File: config.mk
export PLATFORM = sky130hd
export DESIGN_NAME = rf_wb_queue
export DESIGN_NICKNAME = d
export VERILOG_FILES = /design/src/rtl/rf_wb_pkg.sv /design/src/rtl/rf_wb_dec.sv /design/src/rtl/rf_wb_queue.sv
export SDC_FILE = /design/constraint.sdc
export NUM_CORES = 1
export LEC_CHECK = 0
export ABC_AREA = 1
export BUFFER_PORTS_ARGS = -buffer_cell sky130_fd_sc_hd__buf_4
export CORE_MARGIN = 3
export CORE_UTILIZATION = 51
export CTS_CLUSTER_SIZE = 16
export DETAILED_ROUTE_END_ITERATION = 8
export PLACE_DENSITY_LB_ADDON = 0.15
export SETUP_SLACK_MARGIN = 0.02
export SLEW_MARGIN = 0
export SYNTH_ARGS = -nofsm -noshare
export SYNTH_HDL_FRONTEND = slang
export SYNTH_HIERARCHICAL = 1
export SYNTH_SLANG_ARGS = --single-unit
File: constraint.sdc
create_clock -name clk -period 2 [get_ports clk]
set_input_delay 0.1 -clock clk [delete_from_list [all_inputs] [get_ports clk]]
set_output_delay 0.1 -clock clk [all_outputs]
set_load 0.03 [all_outputs]
File: src/rtl/rf_wb_pkg.sv
// Shared constants and the write-back queue entry type for rf_wb_queue.
package rf_wb_pkg;

    localparam int unsigned BUS_WIDTH_DEF = 16;
    localparam int unsigned NUM_REGS_DEF  = 8;
    localparam int unsigned DEPTH_DEF     = 4;
    localparam int unsigned ADDR_W_DEF    = $clog2(NUM_REGS_DEF);

    // One queued write-back: destination register index and its data
    typedef struct packed {
        logic [ADDR_W_DEF-1:0]    addr;
        logic [BUS_WIDTH_DEF-1:0] data;
    } wb_entry_t;

endpackage

File: src/rtl/rf_wb_dec.sv
// Register index to one-hot write-enable decoder.
module rf_wb_dec
    import rf_wb_pkg::*;
#(
    parameter int unsigned NUM_REGS = NUM_REGS_DEF
) (
    input  logic [$clog2(NUM_REGS)-1:0] idx_i,
    output logic [NUM_REGS-1:0]         onehot_c_o
);

    // Set exactly the bit selected by the index
    always_comb begin
        onehot_c_o        = '0;
        onehot_c_o[idx_i] = 1'b1;
    end

endmodule

File: src/rtl/rf_wb_queue.sv
// Write-back queue in front of a register file: buffers {addr, data} pushes
// and issues them in FIFO order as one-cycle one-hot regWrite pulses with the
// data on the shared rf_in bus. Holds issue while stall_in is high.
// Optional read forwarding is built only when RF_WB_QUEUE_FWD_EN is defined;
// otherwise fwd_hit/fwd_data are tied to zero.
module rf_wb_queue
    import rf_wb_pkg::*;
#(
    parameter int unsigned BUS_WIDTH = BUS_WIDTH_DEF,
    parameter int unsigned NUM_REGS  = NUM_REGS_DEF,
    parameter int unsigned DEPTH     = DEPTH_DEF
) (
    input  logic                        clk,
    input  logic                        rst_n,
    input  logic                        wb_valid,
    output logic                        wb_ready,
    input  logic [$clog2(NUM_REGS)-1:0] wb_addr,
    input  logic [BUS_WIDTH-1:0]        wb_data,
    input  logic                        stall_in,
    output logic [NUM_REGS-1:0]         regWrite,
    output logic [BUS_WIDTH-1:0]        rf_in,
    output logic                        full,
    output logic                        empty,
    output logic [$clog2(DEPTH):0]      count,
    input  logic [$clog2(NUM_REGS)-1:0] fwd_addr,
    output logic                        fwd_hit,
    output logic [BUS_WIDTH-1:0]        fwd_data
);

    localparam int unsigned ADDR_W = $clog2(NUM_REGS);
    localparam int unsigned PTR_W  = $clog2(DEPTH);
    localparam int unsigned CNT_W  = PTR_W + 1;

    logic [ADDR_W-1:0]    addr_mem_q [DEPTH];
    logic [BUS_WIDTH-1:0] data_mem_q [DEPTH];

    logic [PTR_W-1:0]     wr_ptr_q, wr_ptr_d;
    logic [PTR_W-1:0]     rd_ptr_q, rd_ptr_d;
    logic [CNT_W-1:0]     count_q, count_d;
    logic [NUM_REGS-1:0]  reg_write_q, reg_write_d;
    logic [BUS_WIDTH-1:0] rf_in_q, rf_in_d;

    logic                 full_c;
    logic                 empty_c;
    logic                 push_c;
    logic                 pop_c;
    logic [ADDR_W-1:0]    head_addr_c;
    logic [NUM_REGS-1:0]  head_onehot_c;

    // Status flags from registered occupancy; no push while full even on a pop
    assign full_c      = (count_q == CNT_W'(DEPTH));
    assign empty_c     = (count_q == '0);
    assign push_c      = wb_valid && !full_c;
    assign pop_c       = !empty_c && !stall_in;
    assign head_addr_c = addr_mem_q[rd_ptr_q];

    rf_wb_dec #(
        .NUM_REGS (NUM_REGS)
    ) u_dec (
        .idx_i      (head_addr_c),
        .onehot_c_o (head_onehot_c)
    );

    // Next-state: pointer/count bookkeeping and one-cycle issue of the head
    always_comb begin
        wr_ptr_d    = wr_ptr_q;
        rd_ptr_d    = rd_ptr_q;
        count_d     = count_q;
        reg_write_d = '0;
        rf_in_d     = rf_in_q;
        if (push_c) begin
            wr_ptr_d = wr_ptr_q + PTR_W'(1);
        end
        if (pop_c) begin
            rd_ptr_d    = rd_ptr_q + PTR_W'(1);
            reg_write_d = head_onehot_c;
            rf_in_d     = data_mem_q[rd_ptr_q];
        end
        if (push_c && !pop_c) begin
            count_d = count_q + CNT_W'(1);
        end else if (!push_c && pop_c) begin
            count_d = count_q - CNT_W'(1);
        end
    end

    // Control state and registered outputs; reset drops everything in flight
    always_ff @(posedge clk or negedge rst_n) begin
        if (!rst_n) begin
            wr_ptr_q    <= '0;
            rd_ptr_q    <= '0;
            count_q     <= '0;
            reg_write_q <= '0;
            rf_in_q     <= '0;
        end else begin
            wr_ptr_q    <= wr_ptr_d;
            rd_ptr_q    <= rd_ptr_d;
            count_q     <= count_d;
            reg_write_q <= reg_write_d;
            rf_in_q     <= rf_in_d;
        end
    end

    // Entry storage; contents are only meaningful below count, so no reset
    always_ff @(posedge clk) begin
        if (push_c) begin
            addr_mem_q[wr_ptr_q] <= wb_addr;
            data_mem_q[wr_ptr_q] <= wb_data;
        end
    end

    assign wb_ready = !full_c;
    assign full     = full_c;
    assign empty    = empty_c;
    assign count    = count_q;
    assign regWrite = reg_write_q;
    assign rf_in    = rf_in_q;

`ifdef RF_WB_QUEUE_FWD_EN
    logic [ADDR_W-1:0]    bus_addr_q, bus_addr_d;
    logic                 fwd_hit_c;
    logic [BUS_WIDTH-1:0] fwd_data_c;

    // Address of the entry currently presented on regWrite/rf_in
    always_comb begin
        bus_addr_d = bus_addr_q;
        if (pop_c) begin
            bus_addr_d = head_addr_c;
        end
    end

    // Track bus entry address alongside the issued write
    always_ff @(posedge clk or negedge rst_n) begin
        if (!rst_n) begin
            bus_addr_q <= '0;
        end else begin
            bus_addr_q <= bus_addr_d;
        end
    end

    // Oldest-to-newest scan so the newest matching entry wins
    always_comb begin
        fwd_hit_c  = 1'b0;
        fwd_data_c = '0;
        if ((|reg_write_q) && (bus_addr_q == fwd_addr)) begin
            fwd_hit_c  = 1'b1;
            fwd_data_c = rf_in_q;
        end
        for (int unsigned i = 0; i < DEPTH; i++) begin
            if ((CNT_W'(i) < count_q) &&
                (addr_mem_q[rd_ptr_q + PTR_W'(i)] == fwd_addr)) begin
                fwd_hit_c  = 1'b1;
                fwd_data_c = data_mem_q[rd_ptr_q + PTR_W'(i)];
            end
        end
    end

    assign fwd_hit  = fwd_hit_c;
    assign fwd_data = fwd_data_c;
`else
    logic unused_fwd_addr;

    // Forwarding disabled: ports kept, outputs tied off
    assign unused_fwd_addr = ^fwd_addr;
    assign fwd_hit         = 1'b0;
    assign fwd_data        = '0;
`endif

endmodule
==> reports/metrics.cfg <==
[outcome]
status = finished, final reports clean

[die]
num_rows = 34
die-area_um2 = 10300
core_area_um2 = 8810
initial_core_util_pct = 53.0
dieWidth_um = 102
die-height_um = 102
io_pins = 73

[global_routing]
grt-ovfl-total = 0
grt_pass1_vias = 2736
grt_util_all_layers_pct = 17.4
grt_max_degree = 32
grt_pass1_wl_um = 13500
antenna_found_initial = 0

[critical_path]
r2r.worst_path.cells = 9
worstReg2RegEnd = count[1]
ff2ff_setup_slack_ps = 190
crit_family = adder cells
start_kind = flop
crit_required_ps = 2260
worstSetupEndpointType = flop
crit_path_max_incr_delay_ps = 460
r2r-start = count[1]
worstPathCellList = nor2_4 -> nand2_2 -> nand2_4 -> inv_1 -> ha_4 -> inv_1 -> fa_2 -> nand2_1 -> nand2_1
cp.depth = 9
crit_type = reg -> reg
crit_fanout = 7
crit_slowest_cell = dfrtp_2
path_buf_inv = 2
critPathArrivalTime_ps = 2070

[sta]
finalSetupViolations = 0
period_share_pct = 90.7
rsz0062_at_grt = no
fmaxAchievable_mhz = 551
hold_viol = 0
tightest_slew_ps = 663
period_needed_ps = 1810
skew_ps = 11.0
slew_headroom_pct = 55.7
drv_slew = 0

[synth]
synth.most_common_cell = nand2_1
syn_area_per_cell_um2 = 10.1
synth_ff_type = edfxtp_1
async_flop_share_pct = 29.0
synth-edff-count = 76
synth.distinct_cells = 22
yosys_warnings = 6
syn_area_um2 = 4660
ys_seq_area_share_pct = 65.6
synthTopCellsByCount = 144 x nand2_1, 86 x inv_1, 76 x edfxtp_1
yosys-top-cells-area = edfxtp_1 49%, dfrtp_1 17%, nand2_1 12%, inv_1 6.9%, nand3_1 3.5%
syn-instance-count = 460
synthDominantCellAreaShare_pct = 48.9
ys_ff_latch = 107
synth_top_area_cell = edfxtp_1

[drt]
route.vias.total = 2948
drtIter0Drc = 178
routed_wl_um = 8550
top_layer_used = met4
avgViaCountPerCell = 4.52
avgRoutedWirePerCell_um = 13.1
ant_nets = 0
drtPass1Iterations = 5
drc = 0
wl_met3_um = 416
met2_length_um = 4150
wl_met1_um = 3840

[power_and_ir_drop]
share_seq_of_total_power_pct = 42.3
switchingPower_mw = 3.14
combPwrFrac_pct = 42.5
power_frac_clock_pct = 15.3
p_per_area_nw_per_um2 = 1410
peakVddDrop_uv = 582
intPower_mw = 4.66
switching_share_pct = 40.3
total_power_mw = 7.80
leakage_nw = 2.66

[cts]
cts_buffers = 9
post_cts_resized = 0
cts-root-buf = clkbuf_8
clock-sinks = 107
htreeDepth = 3
clk_latency_ps = 360
cts_buffer_depth = 2
cts_tree = yes
cts.clk_slew.worst_paths_ps = 100

[hold_path]
worstHoldStart = wb_valid
hold_path_end = wr_ptr_q[1]
holdPathStages = 4
worstHoldPathType = in -> reg

[place]
dpl.cell_count = 615
gp_congestion = 0.753
portBuffers = 52
hpwl_um = 5260

[layout]
drive_gt1_share_pct = 17.8
finalNonFillerCells = 652
diodes = 0
area_growth_pct = 18.6
final_net_count = 571

[job]
cap_viol_max_count = 0

[timing repair]
| action | in CTS | in global routing |
|---|---|---|
| setup buffers | 0 | 1 |
| hold endpoints to repair | 107 | 0 |
| endpoints found under the setup margin | 0 | 2 |
| hold buffers | 20 | 0 |
[final cells by class]
type / count / area (µm²)
clock buffers: 14 / 163
repair buffers: 85 / 688
fillers: 702 / 3270
well taps: 108 / 135
inverters: 90 / 338
flip-flops and latches: 107 / 3060
multi-input cells: 246 / 1140
clock inverters: 2 / 12.5
[layout by cell type (no fill, tap or decap)]
master and n:
dlygate4sd3_1 20, nand2_1 142, buf_4 65, inv_1 86, xor2_1 3, nor2_1 23, dfrtp_2 2, xnor2_1 1
edfxtp_1 76, nand2_2 3, clkbuf_8 11, clkinvlp_4 1, ha_4 1, nor2_4 1, dfrtp_1 29, inv_2 4
o21ai_0 7, o22ai_1 3, o21bai_4 1, nor2_2 4, clkbuf_1 3, clkinv_2 1, ha_1 4, conb_1 17
a21oi_4 1, nand3_1 33, nand2_4 1, fa_2 1
[routing by layer]
metal | global-route usage [%] | up-vias
li1 | - | 1532
met1 | 22.3 | 1329
met2 | 30.0 | 75
met3 | 3.51 | 12
met4 | 5.52 | 0
met5 | 0 | -
[power by group through the flow]
stage | clock network (mW) | registers, mW | logic, mW
floorplan | 0 | 3.73 | 1.91
global placement | 0 | 3.32 | 3.24
detailed placement | 0 | 3.35 | 3.30
CTS | 1.23 | 3.30 | 3.34
global route | 1.31 | 3.36 | 3.68
finish | 1.19 | 3.30 | 3.31
[registers in the layout, summed over array words and instances, names as in the netlist]
signal      cells
rf_in          16
data_mem_q     64
wr_ptr_q        2
count           3
rd_ptr_q        2
addr_mem_q     12
regWrite        8
[worst register-to-register path, cell delays in order, from the launching register on]
cell	delay, ps
dfrtp_2	460
nor2_4	150
nand2_2	90
nand2_4	130
inv_1	100
ha_4	160
inv_1	80
fa_2	430
nand2_1	70
nand2_1	40
[worst max-delay path by stage]
stage / endpoint / startpoint / slack (ps)
final: count[1] / count[1] / 190
after global routing: count[1] / count[1] / 30
after CTS: count[1] / count[0] / 130
after detailed placement: count[1] / count[0] / 140
after global placement: count[1] / count[0] / 190
after floorplan: count[2] / count[0] / -20
[logic make-up after synthesis]
family | synth area share [%]
simple gates | 17.7
buf+inv | 12.2
flops | 65.6
compound gates | 1.91
fa+ha+maj | 1.77
xor+xnor | 0.751
other cells | 0.0804
[metrics by stage]
stage	area (µm²)	utilization (%)	hold slack, ps	setup TNS, ps	setup WS [ps]
4_1_cts	5530	62.7	37.2	0	131
5_1_grt	5530	62.8	62.5	0	32.1
2_1_floorplan	4770	-	-196	-22.3	-22.3
3_5_place_dp	5150	58.5	86.1	0	145
6_report	5530	62.8	55.5	0	185
3_3_place_gp	5150	58.5	75.5	0	190
No activity file was read; power rests on OpenSTA's default activity.
